### src/rtl/hazard_ctrl_if.sv
// Hazard-controller bundle: ID/EX hazard fields and stall inputs toward the controller,
// pipeline-register enables, flushes, action state and statistics back from it.
interface hazard_ctrl_if #(
   parameter int CNT_W = 16
);
   logic [4:0]       id_rs;
   logic [4:0]       id_rt;
   logic             id_uses_rt;
   logic             idex_MemRead;
   logic [4:0]       idex_rt;
   logic             ex_branch_taken;
   logic             ext_stall;
   logic             pc_write;
   logic             ifid_write;
   logic             ifid_flush;
   logic             idex_flush;
   logic             pipe_freeze;
   logic [1:0]       state;
   logic [CNT_W-1:0] stall_cnt;
   logic [CNT_W-1:0] flush_cnt;
   logic             freeze_timeout;

   modport master (
      output id_rs, id_rt, id_uses_rt, idex_MemRead, idex_rt, ex_branch_taken, ext_stall,
      input  pc_write, ifid_write, ifid_flush, idex_flush, pipe_freeze,
      input  state, stall_cnt, flush_cnt, freeze_timeout
   );

   modport slave (
      input  id_rs, id_rt, id_uses_rt, idex_MemRead, idex_rt, ex_branch_taken, ext_stall,
      output pc_write, ifid_write, ifid_flush, idex_flush, pipe_freeze,
      output state, stall_cnt, flush_cnt, freeze_timeout
   );
endinterface

### src/rtl/hazard_ctrl.sv
// Pipeline hazard controller: picks RUN/STALL/FLUSH/FREEZE each cycle with combinational
// control outputs; action state, saturating statistics and sticky freeze timeout lag by 1 cycle.
module hazard_ctrl #(
   parameter int CNT_W      = 16,
   parameter int FREEZE_MAX = 64
) (
   input  logic          clk,
   input  logic          reset,
   hazard_ctrl_if.slave  bus
);
   localparam int FR_W = $clog2(FREEZE_MAX) + 1;

   typedef enum logic [1:0] {
      ACT_RUN    = 2'd0,
      ACT_STALL  = 2'd1,
      ACT_FLUSH  = 2'd2,
      ACT_FREEZE = 2'd3
   } act_t;

   act_t             state_q, state_d;
   logic [CNT_W-1:0] stall_cnt_q, stall_cnt_d;
   logic [CNT_W-1:0] flush_cnt_q, flush_cnt_d;
   logic [FR_W-1:0]  freeze_run_q, freeze_run_d;
   logic             freeze_timeout_q, freeze_timeout_d;

   logic hz;
   act_t act;

   always_comb begin
      hz = bus.idex_MemRead & (bus.idex_rt != 5'd0) &
           ((bus.idex_rt == bus.id_rs) | (bus.id_uses_rt & (bus.idex_rt == bus.id_rt)));

      if (bus.ext_stall)            act = ACT_FREEZE;
      else if (bus.ex_branch_taken) act = ACT_FLUSH;
      else if (hz)                  act = ACT_STALL;
      else                          act = ACT_RUN;
   end

   // Reset overrides every action so a held reset can never clock the pipeline.
   always_comb begin
      bus.pc_write    = 1'b0;
      bus.ifid_write  = 1'b0;
      bus.ifid_flush  = 1'b0;
      bus.idex_flush  = 1'b0;
      bus.pipe_freeze = 1'b0;
      if (reset) begin
         unique case (act)
            ACT_RUN: begin
               bus.pc_write   = 1'b1;
               bus.ifid_write = 1'b1;
            end
            ACT_STALL: begin
               bus.idex_flush = 1'b1;
            end
            ACT_FLUSH: begin
               bus.pc_write   = 1'b1;
               bus.ifid_write = 1'b1;
               bus.ifid_flush = 1'b1;
               bus.idex_flush = 1'b1;
            end
            ACT_FREEZE: begin
               bus.pipe_freeze = 1'b1;
            end
            default: ;
         endcase
      end
   end

   always_comb begin
      state_d     = act;
      stall_cnt_d = stall_cnt_q;
      flush_cnt_d = flush_cnt_q;
      if (act == ACT_STALL && stall_cnt_q != {CNT_W{1'b1}})
         stall_cnt_d = stall_cnt_q + CNT_W'(1);
      if (act == ACT_FLUSH && flush_cnt_q != {CNT_W{1'b1}})
         flush_cnt_d = flush_cnt_q + CNT_W'(1);

      freeze_run_d = '0;
      if (act == ACT_FREEZE) begin
         if (freeze_run_q != FR_W'(FREEZE_MAX))
            freeze_run_d = freeze_run_q + FR_W'(1);
         else
            freeze_run_d = freeze_run_q;
      end
      freeze_timeout_d = freeze_timeout_q | (freeze_run_d == FR_W'(FREEZE_MAX));
   end

   always_ff @(posedge clk) begin
      if (!reset) begin
         state_q          <= ACT_RUN;
         stall_cnt_q      <= '0;
         flush_cnt_q      <= '0;
         freeze_run_q     <= '0;
         freeze_timeout_q <= 1'b0;
      end else begin
         state_q          <= state_d;
         stall_cnt_q      <= stall_cnt_d;
         flush_cnt_q      <= flush_cnt_d;
         freeze_run_q     <= freeze_run_d;
         freeze_timeout_q <= freeze_timeout_d;
      end
   end

   assign bus.state          = state_q;
   assign bus.stall_cnt      = stall_cnt_q;
   assign bus.flush_cnt      = flush_cnt_q;
   assign bus.freeze_timeout = freeze_timeout_q;
endmodule

### src/flat_wrapper.sv
// flat-port wrapper written by rule: the top's interface ports become plain ports
module hazard_ctrl_flat 
#(
   parameter int CNT_W      = 16,
   parameter int FREEZE_MAX = 64
)
  (clk, reset, bus_id_rs, bus_id_rt, bus_id_uses_rt, bus_idex_MemRead, bus_idex_rt, bus_ex_branch_taken, bus_ext_stall, bus_pc_write, bus_ifid_write, bus_ifid_flush, bus_idex_flush, bus_pipe_freeze, bus_state, bus_stall_cnt, bus_flush_cnt, bus_freeze_timeout);
  hazard_ctrl_if #(.CNT_W(CNT_W)) bus_i ();
  input  logic clk;
  input  logic reset;
  input wire logic [$bits(bus_i.id_rs)-1:0] bus_id_rs;
  input wire logic [$bits(bus_i.id_rt)-1:0] bus_id_rt;
  input wire logic [$bits(bus_i.id_uses_rt)-1:0] bus_id_uses_rt;
  input wire logic [$bits(bus_i.idex_MemRead)-1:0] bus_idex_MemRead;
  input wire logic [$bits(bus_i.idex_rt)-1:0] bus_idex_rt;
  input wire logic [$bits(bus_i.ex_branch_taken)-1:0] bus_ex_branch_taken;
  input wire logic [$bits(bus_i.ext_stall)-1:0] bus_ext_stall;
  output wire logic [$bits(bus_i.pc_write)-1:0] bus_pc_write;
  output wire logic [$bits(bus_i.ifid_write)-1:0] bus_ifid_write;
  output wire logic [$bits(bus_i.ifid_flush)-1:0] bus_ifid_flush;
  output wire logic [$bits(bus_i.idex_flush)-1:0] bus_idex_flush;
  output wire logic [$bits(bus_i.pipe_freeze)-1:0] bus_pipe_freeze;
  output wire logic [$bits(bus_i.state)-1:0] bus_state;
  output wire logic [$bits(bus_i.stall_cnt)-1:0] bus_stall_cnt;
  output wire logic [$bits(bus_i.flush_cnt)-1:0] bus_flush_cnt;
  output wire logic [$bits(bus_i.freeze_timeout)-1:0] bus_freeze_timeout;
  assign bus_i.id_rs = bus_id_rs;
  assign bus_i.id_rt = bus_id_rt;
  assign bus_i.id_uses_rt = bus_id_uses_rt;
  assign bus_i.idex_MemRead = bus_idex_MemRead;
  assign bus_i.idex_rt = bus_idex_rt;
  assign bus_i.ex_branch_taken = bus_ex_branch_taken;
  assign bus_i.ext_stall = bus_ext_stall;
  assign bus_pc_write = bus_i.pc_write;
  assign bus_ifid_write = bus_i.ifid_write;
  assign bus_ifid_flush = bus_i.ifid_flush;
  assign bus_idex_flush = bus_i.idex_flush;
  assign bus_pipe_freeze = bus_i.pipe_freeze;
  assign bus_state = bus_i.state;
  assign bus_stall_cnt = bus_i.stall_cnt;
  assign bus_flush_cnt = bus_i.flush_cnt;
  assign bus_freeze_timeout = bus_i.freeze_timeout;
  hazard_ctrl #(.CNT_W(CNT_W), .FREEZE_MAX(FREEZE_MAX)) u_core (.clk(clk), .reset(reset), .bus(bus_i));
endmodule
### config.mk
export PLATFORM = sky130hd
export DESIGN_NAME = hazard_ctrl_flat
export DESIGN_NICKNAME = d
export VERILOG_FILES = /design/src/rtl/hazard_ctrl_if.sv /design/src/rtl/hazard_ctrl.sv /design/src/flat_wrapper.sv
export SDC_FILE = /design/constraint.sdc
export NUM_CORES = 1
export LEC_CHECK = 0
export ABC_CLOCK_PERIOD_IN_PS = 4150
export CORE_MARGIN = 2
export CORE_UTILIZATION = 37
export DETAILED_ROUTE_END_ITERATION = 10
export GPL_ROUTABILITY_DRIVEN = 1
export GPL_TIMING_DRIVEN = 1
export PLACE_DENSITY = 0.67
export SYNTH_ARGS = -nofsm -noshare
export SYNTH_HDL_FRONTEND = slang
export SYNTH_SLANG_ARGS = --single-unit
### constraint.sdc
create_clock -name clk -period 4.15 [get_ports clk]
set_input_delay 0.415 -clock clk [delete_from_list [all_inputs] [get_ports clk]]
set_output_delay 0.415 -clock clk [all_outputs]
set_load 0.1 [all_outputs]
Word-level counts from Yosys, hierarchy flattened

Index checks and enable logic that the tools add are counted.

Flip-flop bits (word level): 42
Input port bits: 21
Output and inout bits: 40
Word-level logic and storage cells: 41

$add $sub $neg: 3
Eq/ne operators: 9
Multiplexer cells: 13
Bitwise gates (word level): 5
Reduce and logical (&&, ||, !) cells: 6

Operators with widths:

| kind                  | number |
|---|---|
| $add 16x1->16 const B | 2 |
| $ne 16x16->1 const B  | 2 |
| $mux 7                | 2 |
| $eq 5x5->1            | 2 |
| $mux 1                | 9 |
| $add 7x1->7 const B   | 1 |
| $eq 7x7->1 const B    | 1 |
| $ne 7x7->1 const B    | 1 |
| $reduce_bool 5->1     | 1 |
| $eq 2x2->1 const B    | 2 |
| $mux 2                | 2 |
| $reduce_or 2->1       | 2 |
| $and 1x1->1           | 3 |
| $eq 2x1->1 const B    | 1 |
| $logic_and 1x1->1     | 2 |
| $logic_not 2->1       | 1 |
| $or 1x1->1            | 2 |

Depth between registers and ports, before layout

Depth after elaboration: 11
Depth in mapped cells: 8
Mapped depth without buffers: 7

Least setup slack after synthesis

OpenSTA, ideal clock, no wires.

Kind: in2out
Start: input port bus_idex_rt[0]
End: output port bus_pc_write
Arrival time: 3,097 ps
Data required time: 3,735 ps
Slack: 638 ps
Stages on the path: 6
Buffers on the path: 1
Cell sequence: or4_1 o21ai_2 nand2b_1 nor2_1 nor2_1 buf_4

Word-level cells in the longest chain between the ends: 11
Elaborated cells on any way between the ends: 15
Those cells by class: 3 x eq/ne; 5 x mux; 4 x bitwise; 3 x reduce/logical

RTL lines:

| element                                       | line               | RTL |
|---|---|---|
| start: declaration                            | flat_wrapper.sv:15 | `input wire logic [$bits(bus_i.idex_rt)-1:0] bus_idex_rt;` |
| $eq 5x5->1                                    | hazard_ctrl.sv:31  | `((bus.idex_rt == bus.id_rs) \| (bus.id_uses_rt & (bus.idex_rt == bus.id_rt)));` |
| $and 1x1->1                                   | hazard_ctrl.sv:31  |  |
| $or 1x1->1                                    | hazard_ctrl.sv:31  |  |
| $and 1x1->1 (*)                               | hazard_ctrl.sv:30  | `hz = bus.idex_MemRead & (bus.idex_rt != 5'd0) &` |
| $mux 1 (*)                                    | hazard_ctrl.sv:35  | `else if (hz) act = ACT_STALL;` |
| $mux 2 (*)                                    | hazard_ctrl.sv:34  | `else if (bus.ex_branch_taken) act = ACT_FLUSH;` |
| $mux 2 (*)                                    | hazard_ctrl.sv:33  | `if (bus.ext_stall) act = ACT_FREEZE;` |
| $eq 2x2->1 or $logic_not 2->1 (tied branches) | n/a                |  |
| $reduce_or 2->1 (no source line) (*)          | n/a                |  |
| $mux 1 (*) (2 in a row)                       | n/a                |  |
| end: declaration                              | flat_wrapper.sv:18 | `output wire logic [$bits(bus_i.pc_write)-1:0] bus_pc_write;` |

Every way passes the cells marked *; elsewhere a longest branch is shown, timed or not.

Worst setup path after layout

Start: input port bus_idex_rt[0]
End: output port bus_pc_write

Word-level cells in the longest chain between the ends: 11
Elaborated cells on any way between the ends: 15
Those cells by class: 3 x eq/ne; 5 x mux; 4 x bitwise; 3 x reduce/logical

RTL lines:

| element                                       | line              | RTL |
|---|---|---|
| $eq 5x5->1                                    | hazard_ctrl.sv:31 |  |
| $and 1x1->1                                   | hazard_ctrl.sv:31 |  |
| $or 1x1->1                                    | hazard_ctrl.sv:31 |  |
| $and 1x1->1 (*)                               | hazard_ctrl.sv:30 |  |
| $mux 1 (*)                                    | hazard_ctrl.sv:35 |  |
| $mux 2 (*)                                    | hazard_ctrl.sv:34 |  |
| $mux 2 (*)                                    | hazard_ctrl.sv:33 |  |
| $eq 2x2->1 or $logic_not 2->1 (tied branches) | hazard_ctrl.sv:47 | `unique case (act)` |
| $reduce_or 2->1 (no source line) (*)          | n/a               |  |
| $mux 1 (*)                                    | hazard_ctrl.sv:47 |  |
| $mux 1 (*)                                    | hazard_ctrl.sv:46 | `if (reset) begin` |

Marks and branches as above.

==> flow_summary_export.csv <==
group,metric,value,unit
critical_path,critPathLaunchType,"primary input",
floorplan,coreArea,5890,um^2
clock_tree,numCtsBuffers,5,
layout,fin_nets,344,
layout,stdcell_count,394,
global_route,grt_pass1_vias,1831,
clock_tree,clk_pin_slew,0.07,ns
clock_tree,clockRootBuffer,"clkbuf_8",
run,max_cap_violations,0,
global_route,antenna_found_initial,0,
global_route,overflow,0,
placed_design,placed_cells,387,
power_and_ir_drop,peakVddDrop,0.000167,V
logic_synthesis,syn_area_per_cell,8.62,um^2
timing,relSlewSlack,34.4,%
critical_path,r2r-start,"u_core.bus.flush_cnt[0]",
worst_hold_path,hold_class,"flop to flop",
global_route,grt_pass1_wl,8100,um
critical_path,critPathSlowestCell,"or4_1",
floorplan,dieArea,6720,um^2
logic_synthesis,ys_types,46,
timing,setup_viol,0,
timing,grt_setup_unrepaired,"false",
clock_tree,ctsLongestPathBuffers,2,
layout,layout_commonest_cell,"clkdlybuf4s50_1",
detailed_routing,routedWlPerCell,12.2,um
critical_path,crit_path_frequent_cell,"nor2_1",
global_route,grt_max_degree,24,
floorplan,dieHeight,82.0,um
layout,drive_gt1_share,6.58,%
timing,period_share,65.5,%
critical_path,critical_path_class,"primary input to output pin",
critical_path,startpoint,"bus_idex_rt[0]",
clock_tree,post_cts_resized,0,
critical_path,cp_data_required_time,3.73,ns
layout,area_delta_synth_final,33.4,%
detailed_routing,dr.pass1.iters,4,
floorplan,rows,28,
detailed_routing,via_count,2001,
logic_synthesis,yosys_warnings,0,
critical_path,r2r_slack,2.20,ns
clock_tree,post_cts_buffers,0,
critical_path,r2r_cells,7,
clock_tree,clock-sinks,42,
layout,fillers,570,
timing,fin_worst_skew,0.00402,ns
floorplan,fp.dieW,82.0,um
floorplan,num_io_pins,61,
clock_tree,insertion_delay,0.29,ns
detailed_routing,routed_wl,4800,um
detailed_routing,first_iter_violations,66,
timing,fin_crit,2.72,ns
layout,layout_common_cells,"clkdlybuf4s50_1 (55), dfxtp_1 (42), xnor2_1 (24), nand2_1 (22)",
power_and_ir_drop,leakage,0.00108,uW
placed_design,gp_congestion,0.815,
clock_tree,cts_hold_buf,0,
critical_path,crit_fanout,4,
timing,hold_viol,0,
global_route,grtUsageTotal,15.3,%
detailed_routing,drc,0,
timing,tns,0,ns
power_and_ir_drop,cellPowerDensity,282,nW/um^2
detailed_routing,viasPerCell,5.08,
detailed_routing,ant_nets,0,
clock_tree,cts_tree,"built",
timing,tightest_slew,0.981,ns
critical_path,endpoint,"bus_pc_write",
layout,diodes,0,
clock_tree,cts_max_level,2,
placed_design,io_buffers,60,
logic_synthesis,post_synth_inst_count,261,
timing,fmax,368,MHz
critical_path,path_cells,"clkdlybuf4s50_1 > or4_1 > o21ai_2 > nand2b_1 > nor2_1 > nor2_1 > buf_4",
logic_synthesis,ys_seq_area_share,37.4,%
logic_synthesis,syn_nets,286,
critical_path,end_kind,"output pin",
placed_design,dp_hpwl,3580,um
floorplan,initial_core_util,38.2,%
logic_synthesis,ys_ff_latch,42,
critical_path,timing.rr.end,"u_core.bus.flush_cnt[10]",
logic_synthesis,syn-cell-area,2250,um^2
run_status,status,"finished, final reports clean",
critical_path,slowest_delay,0.57,ns
critical_path,crit_arrival,2.30,ns
timing,slew_violations,0,
==> metrics by stage <==
| stage | instance area, um^2 | util (%) | hold slack, ns | worst slack [ns] | total power [uW] |
|---|---|---|---|---|---|
| 6_report | 3000 | 51.0 | 0.444 | 1.43 | 847 |
| 5_1_grt | 3000 | 51.0 | 0.471 | 1.29 | 877 |
| 4_1_cts | 3000 | 51.0 | 0.448 | 1.42 | 856 |
| 3_5_place_dp | 2890 | 49.1 | 0.436 | 1.42 | 529 |
| 3_3_place_gp | 2890 | 49.1 | 0.435 | 1.44 | 529 |
| 2_1_floorplan | 2250 | - | 0.510 | 0.638 | 491 |
==> flip-flops by register name, indices dropped and copies added (netlist names) <==
signal,count
u_core.bus.state,2
u_core.freeze_run_q,7
u_core.bus.freeze_timeout,1
u_core.bus.flush_cnt,16
u_core.bus.stall_cnt,16
==> where the power goes <==
group	leakage (uW)	switching [uW]	internal, uW
sequential	0.000339	4.07	406
combinational	0.000682	67.6	41.4
clock	0.0000573	136	193
total	0.00108	207	640
==> Yosys cell counts, drive strengths merged <==
master / n / area share, %
a211o: 1 / 0.39
a21boi: 7 / 2.3
a21oi: 3 / 0.67
a31oi: 1 / 0.28
and2: 20 / 5.7
and3: 4 / 1.1
and3b: 1 / 0.39
and4: 1 / 0.39
and4b: 1 / 0.44
buf: 3 / 1.1
clkbuf: 7 / 1.2
dfxtp: 42 / 37
ha: 4 / 2.2
inv: 7 / 1.2
mux2i: 3 / 1.3
nand2: 24 / 4.4
nand2b: 4 / 1.1
nand3: 19 / 4.2
nand4: 16 / 4.7
nand4b: 1 / 0.39
nor2: 16 / 2.7
nor2b: 3 / 0.83
nor3: 4 / 1.4
nor4: 6 / 1.7
o21a: 4 / 1.3
o21ai: 8 / 1.9
o21bai: 1 / 0.33
o221ai: 1 / 0.39
o22ai: 1 / 0.89
o311a: 1 / 0.44
o31a: 2 / 0.78
o31ai: 2 / 0.67
or2: 1 / 0.28
or3: 6 / 1.7
or4: 3 / 1.0
xnor2: 24 / 9.3
xor2: 9 / 3.5
==> routing by layer <==
| metal | GRT usage (%) | vias up | share of wire, % |
|---|---|---|---|
| li1 | - | 1027 | - |
| met2 | 26.3 | 47 | 47 |
| met1 | 19.0 | 921 | 47 |
| met4 | 5.50 | 0 | 1.2 |
| met3 | 2.86 | 6 | 4.9 |
| met5 | 0 | - | 0 |
==> final cells by class <==
cell class | instances | area, um^2 | share of cell area, %
multi-input combinational | 202 | 1330 | 44.4
clock inverter | 1 | 30.0 | 1.00
tap | 75 | 93.8 | 3.13
timing repair buffer | 61 | 596 | 19.8
sequential | 42 | 841 | 28.0
inverter | 7 | 26.3 | 0.875
clock buffer | 6 | 82.6 | 2.75
==> worst min-delay path by stage <==
stage	start	endpoint	depth (start not counted)
after floorplan	u_core.freeze_run_q[1]	u_core.freeze_run_q[1]	2
after global placement	u_core.bus.freeze_timeout	u_core.bus.freeze_timeout	2
after detailed placement	u_core.bus.freeze_timeout	u_core.bus.freeze_timeout	2
after CTS	u_core.bus.freeze_timeout	u_core.bus.freeze_timeout	2
after global routing	u_core.bus.freeze_timeout	u_core.bus.freeze_timeout	2
final	u_core.bus.freeze_timeout	u_core.bus.freeze_timeout	2
==> cell families after synthesis <==
| family | Yosys count | share of synthesized area, % |
|---|---|---|
| compound gates | 32 | 10.5 |
| xor+xnor | 33 | 12.8 |
| fa+ha+maj | 4 | 2.22 |
| buf+inv | 17 | 3.39 |
| flops | 42 | 37.4 |
| mux | 3 | 1.33 |
| simple gates | 130 | 32.4 |
==> critical path: cells and delay by family <==
kind | cells | cell delay [ns]
buffers and inverters | 2 | 0.77
AOI/OAI and AO/OA | 1 | 0.17
and+or+nand+nor | 4 | 0.96
(Power assumes the default switching activity.)
